## src/rtl/fetch_sequencer.sv

```systemverilog
// ---------------------------------------------------------------------------
// fetch_sequencer
//   Instruction-fetch controller. It owns the fetch PC, issues word requests
//   to instruction memory over a req/ack handshake, and holds returned words
//   in a 2-entry {pc, word} buffer. The decode stage drains the buffer with
//   valid/ready. Branch/jump redirects reload the PC, flush the buffer and
//   discard any stale in-flight fetch.
//
// Parameters
//   RESET_PC : fetch address loaded on reset (bits [1:0] must be 0)
//   ADDR_W   : PC / address width (instruction width is fixed at 32)
//
// Ports
//   clock           system clock, rising edge
//   reset           asynchronous active-low reset
//   imem_req        fetch request to instruction memory
//   imem_addr       word-aligned fetch address, held until imem_ack
//   imem_ack        response strobe, imem_rdata valid this cycle
//   imem_rdata      instruction word from memory
//   redirect_valid  one-cycle redirect pulse
//   redirect_pc     redirect target (bits [1:0] ignored)
//   ins_valid       buffer head holds a valid instruction
//   ins_out         head instruction word
//   ins_pc          address of the head instruction
//   ins_ready       decode accepts the head (pop = ins_valid & ins_ready)
//   pc_out          current fetch PC (next address to request)
//
// Optional build macro
//   FETCH_PERF_EN   adds perf_fetched (pops) and perf_dropped (discarded
//                   responses), both 32-bit wrapping counters.
// ---------------------------------------------------------------------------
module fetch_sequencer #(
  parameter logic [31:0] RESET_PC = 32'h0000_0000,
  parameter int unsigned ADDR_W   = 32
) (
  input  logic              clock,
  input  logic              reset,
  output logic              imem_req,
  output logic [ADDR_W-1:0] imem_addr,
  input  logic              imem_ack,
  input  logic [31:0]       imem_rdata,
  input  logic              redirect_valid,
  input  logic [ADDR_W-1:0] redirect_pc,
  output logic              ins_valid,
  output logic [31:0]       ins_out,
  output logic [ADDR_W-1:0] ins_pc,
  input  logic              ins_ready,
  output logic [ADDR_W-1:0] pc_out
`ifdef FETCH_PERF_EN
  ,
  output logic [31:0]       perf_fetched,
  output logic [31:0]       perf_dropped
`endif
);

  localparam logic [ADDR_W-1:0] L_RESET_PC = ADDR_W'(RESET_PC);

  typedef enum logic [1:0] {
    S_IDLE,
    S_FETCH,
    S_DROP
  } state_t;

  state_t              r_state;
  state_t              w_state_nxt;

  logic [ADDR_W-1:0]   r_pc;
  logic [ADDR_W-1:0]   w_pc_nxt;
  logic [ADDR_W-1:0]   r_addr;
  logic [1:0]          r_cnt;

  logic [ADDR_W-1:0]   r_head_pc;
  logic [31:0]         r_head_word;
  logic [ADDR_W-1:0]   r_tail_pc;
  logic [31:0]         r_tail_word;

  logic                w_req;
  logic                w_pop;
  logic                w_push;
  logic                w_discard;
  logic [1:0]          w_cnt_after_pop;
  logic [ADDR_W-1:0]   w_redir_pc;

  assign w_pop           = ins_valid & ins_ready;
  assign w_cnt_after_pop = r_cnt - {1'b0, w_pop};
  assign w_redir_pc      = redirect_pc & ~ADDR_W'(3);

  // -------------------------------------------------------------------------
  // Next-state / control
  // -------------------------------------------------------------------------
  always_comb begin
    w_state_nxt = r_state;
    w_pc_nxt    = r_pc;
    w_req       = 1'b0;
    w_push      = 1'b0;
    w_discard   = 1'b0;

    case (r_state)
      S_IDLE: begin
        if (redirect_valid) begin
          w_pc_nxt    = w_redir_pc;
          w_state_nxt = S_IDLE;
        end else if (w_cnt_after_pop < 2'd2) begin
          w_state_nxt = S_FETCH;
        end
      end

      S_FETCH: begin
        w_req = 1'b1;
        if (imem_ack) begin
          if (redirect_valid) begin
            // Response arrives together with the redirect: it is stale.
            w_discard   = 1'b1;
            w_pc_nxt    = w_redir_pc;
            w_state_nxt = S_FETCH;
          end else begin
            w_push   = 1'b1;
            w_pc_nxt = r_pc + ADDR_W'(4);
            // Post push/pop occupancy is cnt_after_pop + 1; keep fetching
            // only while that leaves a free slot for the next response.
            w_state_nxt = (w_cnt_after_pop == 2'd0) ? S_FETCH : S_IDLE;
          end
        end else if (redirect_valid) begin
          w_pc_nxt    = w_redir_pc;
          w_state_nxt = S_DROP;
        end
      end

      S_DROP: begin
        w_req = 1'b1;
        if (redirect_valid) begin
          w_pc_nxt = w_redir_pc;
        end
        if (imem_ack) begin
          w_discard   = 1'b1;
          w_state_nxt = S_FETCH;
        end
      end

      default: begin
        w_state_nxt = S_IDLE;
      end
    endcase
  end

  // -------------------------------------------------------------------------
  // State, PC, request address and buffer
  // -------------------------------------------------------------------------
  always_ff @(posedge clock or negedge reset) begin
    if (!reset) begin
      r_state     <= S_IDLE;
      r_pc        <= L_RESET_PC;
      r_addr      <= L_RESET_PC;
      r_cnt       <= '0;
      r_head_pc   <= '0;
      r_head_word <= '0;
      r_tail_pc   <= '0;
      r_tail_word <= '0;
    end else begin
      r_state <= w_state_nxt;
      r_pc    <= w_pc_nxt;

      // The request address tracks the PC, except while an abandoned request
      // is still outstanding: it must stay put until that ack arrives.
      if (w_state_nxt != S_DROP) begin
        r_addr <= w_pc_nxt;
      end

      if (redirect_valid) begin
        r_cnt <= '0;
      end else begin
        r_cnt <= w_cnt_after_pop + {1'b0, w_push};
      end

      // Slot chosen by occupancy after this cycle's pop, so a push+pop at
      // count 1 lands directly in the head.
      if (w_push && (w_cnt_after_pop == 2'd0)) begin
        r_head_pc   <= r_addr;
        r_head_word <= imem_rdata;
      end else if (w_pop) begin
        r_head_pc   <= r_tail_pc;
        r_head_word <= r_tail_word;
      end

      if (w_push && (w_cnt_after_pop == 2'd1)) begin
        r_tail_pc   <= r_addr;
        r_tail_word <= imem_rdata;
      end
    end
  end

  assign imem_req  = w_req;
  assign imem_addr = r_addr;
  assign ins_valid = (r_cnt != 2'd0);
  assign ins_out   = r_head_word;
  assign ins_pc    = r_head_pc;
  assign pc_out    = r_pc;

`ifdef FETCH_PERF_EN
  logic [31:0] r_perf_fetched;
  logic [31:0] r_perf_dropped;

  always_ff @(posedge clock or negedge reset) begin
    if (!reset) begin
      r_perf_fetched <= '0;
      r_perf_dropped <= '0;
    end else begin
      if (w_pop) begin
        r_perf_fetched <= r_perf_fetched + 32'd1;
      end
      if (w_discard) begin
        r_perf_dropped <= r_perf_dropped + 32'd1;
      end
    end
  end

  assign perf_fetched = r_perf_fetched;
  assign perf_dropped = r_perf_dropped;
`endif

endmodule

```

## config.mk

```make
export PLATFORM = sky130hd
export DESIGN_NAME = fetch_sequencer
export DESIGN_NICKNAME = d
export VERILOG_FILES = /design/src/rtl/fetch_sequencer.sv
export SDC_FILE = /design/constraint.sdc
export NUM_CORES = 1
export LEC_CHECK = 0
export BUFFER_PORTS_ARGS = -buffer_cell sky130_fd_sc_hd__buf_2
export CAP_MARGIN = 0
export CORE_ASPECT_RATIO = 1.5
export CORE_MARGIN = 1
export CORE_UTILIZATION = 50
export DETAILED_ROUTE_END_ITERATION = 7
export GPL_TIMING_DRIVEN = 0
export PLACE_DENSITY = 0.74
export SKIP_CTS_REPAIR_TIMING = 1
export SLEW_MARGIN = 20
export SYNTH_ARGS = -nofsm -noshare
export SYNTH_HDL_FRONTEND = slang
export SYNTH_SLANG_ARGS = --single-unit
```

## constraint.sdc

```tcl
create_clock -name clock -period 4.7 [get_ports clock]
set_input_delay 0.94 -clock clock [delete_from_list [all_inputs] [get_ports clock]]
set_output_delay 0.94 -clock clock [all_outputs]
set_load 0.005 [all_outputs]
```

==> impl.org, run 1 <==
** Synth
- Synth async-reset ratio :: 1.00
- Total nets after synthesis :: 919
- In this run, synthesis inferred 0 flip-flops with an integrated enable.
- In the synthesized netlist the dominant register cell turns out to be dfrtp_1.
- During synthesis, Yosys emitted a total of 0 warnings.
- Synthesized area :: 9460 um^2
- Number of distinct library cell variants in the gate-level netlist after synthesis :: 66
- After synthesis the netlist holds a flip-flop and latch count of 196.
- For this run, the register share of the synthesized area comes to 0.518.
- In the post-synthesis netlist, the biggest area contributors are dfrtp_1 (52%), mux2_2 (8.1%), mux2i_1 (6.9%).
- dfrtp_1 takes more of the synthesized area than any other cell.
- The share of synthesized area in the top cell type comes to 0.518.
- Syn Area/Cell :: 11.2 um^2
- Gate Count Post-Synth :: 843
- Among all cell types in the netlist, the one instantiated most often is dfrtp_1.
- Ranking of synthesized cells by instance count :: dfrtp_1 (196), nor2_1 (94), a21oi_1 (84), mux2_2 (68), mux2i_1 (65)

** Place
- Detailed placement ended at an HPWL of 20.3 mm.
- Gp weighted congestion :: 0.988
- Placement Setup Slack :: 0.701 ns
- Once placement finished, the instance area stood at 10800 um^2.
- Number of buffers added on ports :: 195

** Setup path
- At the worst endpoint, the required time is 5.01 ns.
- Library cell appearing most often on the critical path :: buf_2
- STA classifies the critical path startpoint as a flip-flop.
- Type of the setup path with the least slack :: reg -> reg
- Master of the slowest instance on the critical path :: xnor2_1
- Largest incremental delay on the critical path :: 0.44 ns
- Data on the critical path arrives at its endpoint at 4.07 ns.
- Endpoint kind of the worst setup timing path :: flip-flop
- Along the worst path, the maximum fanout reaches 10.
- Critical-path cell list :: or2_2 > nand2_1 > buf_2 > buf_2 > inv_1 > ha_1 > xnor2_1 > a221oi_1 > o22a_2 > nand2_8 > buf_6 > mux2_4

** Power and ir drop
- In this run the static leakage power is 5.79 nW.
- Maximum vdd ir drop :: 342 uV
- Power Density :: 657 nW/um^2

** STA
- Measured against its own limit, the worst slew margin works out to 0.374.
- The count of final hold-check violations is 0.
- After layout, the worst setup slack is 0.943 ns.
- In the finished design, the share of the clock period the worst path needs comes to 0.799.
- The max-slew violation count came to 0.
- For the final database, setup skew stands at 0.00670 ns.
- For the pin with the worst max-slew slack, the measured transition is 0.932 ns.
- Timing would allow up to 0.266 GHz.
- Crit path time final :: 3.76 ns
- Setup violations remaining at the end of the flow were counted as 0.
- Setup repair after global routing left no endpoint under its margin.

** Floorplanning
- Placeable core region :: 18500 um^2
- Effective utilization at floorplan :: 0.510
- Floorplan die area :: 19500 um^2
- Measured along the x axis, the die boundary spans 114 um.
- Row count :: 61
- The floorplan step set the die height to 170 um.
- IO Pins :: 199

** Clocking
- Clock tree from TritonCTS :: yes
- Clock insertion delay at the later pin of the skew report :: 0.43 ns
- CTS Buffer Depth :: 2
- The H-tree was split into 4 levels.
- Sink Count :: 196
- Clock root buffer master :: clkbuf_16
- Clock-pin slew was measured on the worst setup and hold paths at 0.07 ns.
- Clock buffers created by TritonCTS :: 17

** Min path
- Path class of the lowest-slack min-delay path :: in -> async

** Global routing
- The first global-routing pass estimated 42.5 mm of wire.
- Total global routing track utilization :: 0.289
- Number of global-route vias before repair :: 7686
- Entering global routing, the biggest net connects 86 pins.
- Remaining Overflow, GRT :: 0
- Antenna violations before repair :: 2

** Finish
- Layout-stage area growth over the synthesis result :: 20.9%
- Fraction of layout cells with a size suffix above 1 :: 0.337
- The layout has 1604 filler cells.
- Final layout net count :: 1135
- Finished Cell Area :: 11400 um^2

** Drt
- Number of vias per cell :: 5.81
- In the final routed layout, each cell accounts on average for 20.7 um.
- Router iterations before antenna repair :: 5
- Total via count after detailed routing :: 7697
- The routed design has 27.4 mm of wire.
- In this run the remaining antenna-violating nets after routing total 0.
- Remaining DRCs :: 0
- Drt initial violations :: 540

** Flow run
- Max-cap viol count :: 0

** Outcome
- The run finished with clean final reports.
-- metrics by stage --
step / power [mW] / utilization / hold slack [ns] / instances / setup TNS [ns]
final: 7.52 / 0.617 / 0.395 / 1325 / 0
after global routing: 7.97 / 0.617 / 0.406 / 1325 / 0
after CTS: 7.55 / 0.616 / 0.396 / 1323 / 0
after detailed placement: 6.01 / 0.583 / 0.479 / 1292 / 0
after global placement: 5.91 / 0.580 / 0.467 / 1290 / -97.41
after floorplan: 4.76 / - / 0.457 / 843 / 0
-- placed cells by master, fill, tap and decap left out, types with 11 or more instances in the layout --
master | netlist | routed
nor3_1 | 15 | 15
and2_1 | 11 | 11
mux2i_1 | 65 | 65
mux2_2 | 68 | 68
a21oi_1 | 84 | 84
buf_2 | 23 | 217
inv_1 | 11 | 11
nand3_1 | 24 | 24
mux2_4 | 19 | 19
clkbuf_16 | 0 | 17
clkbuf_1 | 18 | 19
dfrtp_1 | 196 | 196
o21ai_0 | 15 | 15
nand2_1 | 19 | 19
nor2_1 | 94 | 94
nand4_1 | 18 | 18
-- state kept, by name, indices dropped and copies added, names as in the netlist --
register     flops
imem_addr       32
ins_out         32
ins_pc          32
pc_out          32
r_cnt            2
r_state          2
r_tail_pc       32
r_tail_word     32
-- where the power goes --
| group | internal (mW) | switching [mW] | total, mW | leakage [nW] |
|---|---|---|---|---|
| clock network | 0.883 | 0.636 | 1.52 | 0.304 |
| registers | 2.46 | 0.651 | 3.11 | 2.46 |
| logic | 1.41 | 1.48 | 2.89 | 3.03 |
| total | 4.75 | 2.77 | 7.52 | 5.79 |
-- critical path: cells and delay by family, from the launching register on --
family                   cells  cell delay, ns
AO/OA/AOI/OAI                2            0.55
XOR/XNOR                     1            0.44
AND/OR/NAND/NOR              3            0.60
flip-flops                   1            0.41
multiplexers                 1            0.32
buffers and inverters        4            1.04
adder cells (fa/ha/maj)      1            0.24
-- cell type report --
cell class / instances / area (um^2) / share of cell area
sequential: 196 / 4900 / 0.429
tap: 252 / 315 / 0.0276
timing repair buffer: 197 / 1040 / 0.0910
clock buffer: 21 / 470 / 0.0411
clock inverter: 10 / 144 / 0.0126
multi-input combinational: 581 / 4240 / 0.371
inverter: 13 / 53.8 / 0.00470
buffer: 53 / 259 / 0.0226
antenna: 2 / 5.00 / 0.000438
-- cell families (layout without fill, tap and decap cells) --
group | Yosys count | count (layout) | share of synthesized area
AOI/OAI and AO/OA | 180 | 180 | 0.122
DFF | 196 | 196 | 0.518
adders and majority gates | 7 | 7 | 0.00926
other | 0 | 2 | 0
muxes | 157 | 157 | 0.186
buffers and inverters | 66 | 294 | 0.0331
xor gates and xnor gates | 4 | 4 | 0.00370
and+or+nand+nor | 233 | 233 | 0.128
-- path summary, 6_finish.rpt --
kind / startpoint / end / slack [ns] / cells after the start
max: r_cnt[1] / imem_addr[0] / 0.94 / 12
min: reset / r_tail_word[24] / 0.39 / 1
max reg2reg: r_cnt[1] / imem_addr[0] / 0.94 / 12
min reg2reg: r_tail_word[11] / r_tail_word[11] / 0.49 / 1
max in group asynchronous: reset / pc_out[23] / 3.22 / 3
min in group clock: r_tail_word[11] / r_tail_word[11] / 0.49 / 1
-- layer usage --
layer	vias up	track usage	share of wire
met5	-	0	0
met4	0	0.147	0.037
met3	62	0.0548	0.052
met2	303	0.490	0.52
met1	3806	0.350	0.39
li1	3526	-	-
Note: power is estimated with default switching activity, not from simulation.
==> run 2: changes to the inputs <==
--- a/config.mk
+++ b/config.mk
@@ -12,7 +12,7 @@
 export CORE_UTILIZATION = 50
 export DETAILED_ROUTE_END_ITERATION = 7
 export GPL_TIMING_DRIVEN = 0
-export PLACE_DENSITY = 0.74
+export PLACE_DENSITY = 0.77
 export SKIP_CTS_REPAIR_TIMING = 1
 export SLEW_MARGIN = 20
 export SYNTH_ARGS = -nofsm -noshare
==> constraint.sdc (replaced) <==
create_clock -name clock -period 3.4 [get_ports clock]
set_input_delay 0.68 -clock clock [delete_from_list [all_inputs] [get_ports clock]]
set_output_delay 0.68 -clock clock [all_outputs]
set_load 0.005 [all_outputs]
==> run 2 against run 1 <==
Against the previous run:
- hold slack got worse by 0.28 ns
- via count increased by 1.3%
- register-to-register slack got worse by 0.80 ns
- critical path depth increased by 1
- non-clock buffer count increased by 1
- count of clock-buffer cells in the layout decreased by 1
- power increased by 38%
- critical path type unchanged
- first-iteration DRC count increased by 6.5%
- cell count unchanged
- final area about the same
==> impl.org, run 2 (synthesis gave the netlist of run 1 again) <==
** Finish
- The number of nets in the layout came to 1136 (was 1135).
- The count of placed standard cells in the final layout, fillers left out is 1325 (unchanged).
- Most frequent standard cell in the layout excluding fill and tap cells :: buf_2 (unchanged)
- The post-route cell area came to 11400 um^2 (about the same).
- Diode count :: 0 (was 2)
- The layout overhead on the synthesized area came to 20.9% (about the same).
- Final core utilization :: 0.617 (about the same)
- Top library cells by usage in the layout, fill and taps aside: buf_2 (215), dfrtp_1 (196), nor2_1 (94), a21oi_1 (84), mux2_2 (68) (was buf_2 (217), dfrtp_1 (196), nor2_1 (94), a21oi_1 (84), mux2_2 (68)).
- The fraction of final layout cells with drive strength greater than 1 was 0.338 (was 0.337).

** Clocking
- Sink Count :: 196 (unchanged)
- The clock network latency to the later pin of the worst-skew pair came to 0.43 ns (about the same).
- The total CTS buffers was 17 (unchanged).
- Clock slew at reported path FFs :: 0.07 ns (about the same)
- The maximum buffer depth of the clock tree came to 2 (unchanged).
- Clock tree from TritonCTS :: yes (unchanged)
- Clock root buffer master :: clkbuf_16 (unchanged)
- # H-tree levels :: 4 (unchanged)

** STA
- Final critical-path share of the clock period :: 0.957 (was 0.799)
- The clock period minus worst slack was 3.26 ns (was 3.76 ns).
- The remaining max-slew budget at the tightest pin came to 0.379 (was 0.374).
- The highest achievable clock rate was 0.307 GHz (was 0.266 GHz).
- Total setup violations reported at the end of the flow :: 0 (unchanged)
- Hold slack :: 0.117 ns (was 0.395 ns)
- Setup repair after global routing missed its margin: no (unchanged).
- The final sum of negative setup slack came to 0 ns (unchanged).
- Final setup skew :: 0.00758 ns (was 0.00670 ns)
- Number of slew-limit violations in the final report :: 0 (unchanged)
- The count of final hold-check violations is 0 (unchanged).
- The slew at the pin closest to its max-slew limit came to 0.925 ns (was 0.932 ns).

** Global routing
- The total routing resource utilization after global routing is 0.292 (was 0.289).
- Number of global-route vias before repair :: 7779 (was 7686)
- The pin count of the biggest net entering global routing came to 87 (was 86).
- The first-pass GRT wire length was 42.7 mm (was 42.5 mm).
- The initial antenna violation count came to 0 (was 2).
- The total grt overflow came to 0 (unchanged).

** Drt
- The via count was 7795 (was 7697).
- The number of remaining DRC errors is 0 (unchanged).
- The post-detailed-route via-to-cell ratio was 5.88 (was 5.81).
- Routed wirelength normalized by instance count :: 20.8 um (was 20.7 um)
- Detail Route Antenna Nets :: 0 (unchanged)
- The violation count after the first detailed-route iteration was 575 (was 540).
- Wire length after detailed routing :: 27.5 mm (was 27.4 mm)
- Router iterations before antenna repair :: 5 (unchanged)

** Floorplanning
- Die height :: 170 um (unchanged)
- The floorplan die area was 19500 um^2 (unchanged).
- The floorplan die width came to 114 um (unchanged).
- Placeable core region :: 18500 um^2 (unchanged)
- Row count :: 61 (unchanged)
- The total I/O pin count was 199 (unchanged).
- The starting utilization of the core area was 0.510 (unchanged).

** Power and ir drop
- The leakage power is 5.79 nW (about the same).
- The worst supply voltage drop on vdd was 379 uV (was 342 uV).
- The total power density per cell area is 907 nW/um^2 (was 657 nW/um^2).

** Setup path
- The required time reported for the critical path endpoint came to 3.71 ns (was 5.01 ns).
- Endpoint kind of the worst setup timing path :: flip-flop (unchanged)
- The kind of critical path is reg -> reg (unchanged).
- Crit-path max FO :: 10 (unchanged)
- Data arrival time at the worst-slack endpoint :: 3.57 ns (was 4.07 ns)
- The path depth of the worst reg2reg path came to 13 (was 12).
- Nature of the critical path startpoint :: flip-flop (unchanged)

** Place
- The placed instance area came to 10800 um^2 (unchanged).
- The placer congestion estimate came to 0.990 (was 0.988).
- Sum of net half-perimeters after detailed placement :: 20.3 mm (about the same)
- The count of port buffers added during placement is 195 (unchanged).
- Placed Cells :: 1292 (unchanged)

** Flow run
- The number of violations of the max-capacitance limit came to 0 (unchanged).

** Min path
- Path class of the lowest-slack min-delay path :: in -> async (unchanged)

** Outcome
- Run status: complete, no violations (unchanged).
-- run 2: cell count changes in the layout (fill, tap and decap cells not counted), moves of 2 or more --
cell	previous run	this run
diode_2	2	0
clkbuf_8	3	0
clkinvlp_4	0	3
buf_2	217	215
buf_6	4	6
clkbuf_1	19	21
-- run 2: routing by layer --
metal | vias to the layer above | GRT usage | wire length [um]
li1 | 3526 | - | -
met1 | 3868 | 0.352 | 10900
met2 | 331 | 0.494 | 14200
met3 | 70 | 0.0573 | 1450
met4 | 0 | 0.148 | 1050
met5 | - | 0 | 0
-- run 2: final cells by class --
| class | instances | area [um^2] |
|---|---|---|
| Fill cell | 1604 | 7100 |
| Sequential cell | 196 | 4900 |
| Multi-Input combinational cell | 581 | 4260 |
| Timing Repair Buffer | 198 | 1050 |
| Clock buffer | 20 | 437 |
| Tap cell | 252 | 315 |
| Buffer | 53 | 272 |
| Clock inverter | 12 | 154 |
| Inverter | 13 | 53.8 |
-- run 2: power by group --
part | internal, mW | switching, mW
combinational | 1.97 | 2.07
clock | 1.16 | 0.876
sequential | 3.40 | 0.903
total | 6.53 | 3.85
-- run 2: metrics by stage --
| stage | total power, mW | setup slack (ns) |
|---|---|---|
| 4_1_cts | 10.4 | -0.363 |
| 5_1_grt | 11.0 | 0.0153 |
| 2_1_floorplan | 6.58 | 0.333 |
| 3_5_place_dp | 8.32 | -0.352 |
| 6_report | 10.4 | 0.145 |
| 3_3_place_gp | 8.17 | -1.56 |
-- run 2: critical path: stages (launching register included) --
cell,delay (ns)
dfrtp_1,0.43
or2_2,0.35
nand2_1,0.11
buf_6,0.18
buf_6,0.19
inv_1,0.10
ha_1,0.25
xnor2_2,0.22
o22a_1,0.21
or3_4,0.36
clkinv_4,0.11
nand2_8,0.11
buf_6,0.20
mux2_4,0.30
-- run 2: worst paths after layout --
path / from / to / slack (ns)
min in group clock: imem_rdata[10] / r_tail_word[10] / 0.48
max reg2reg: r_cnt[1] / imem_addr[28] / 0.14
min reg2reg: r_tail_word[10] / r_tail_word[10] / 0.49
max in group asynchronous: reset / imem_addr[30] / 2.52
max: r_cnt[1] / imem_addr[28] / 0.14
min: reset / ins_out[26] / 0.12
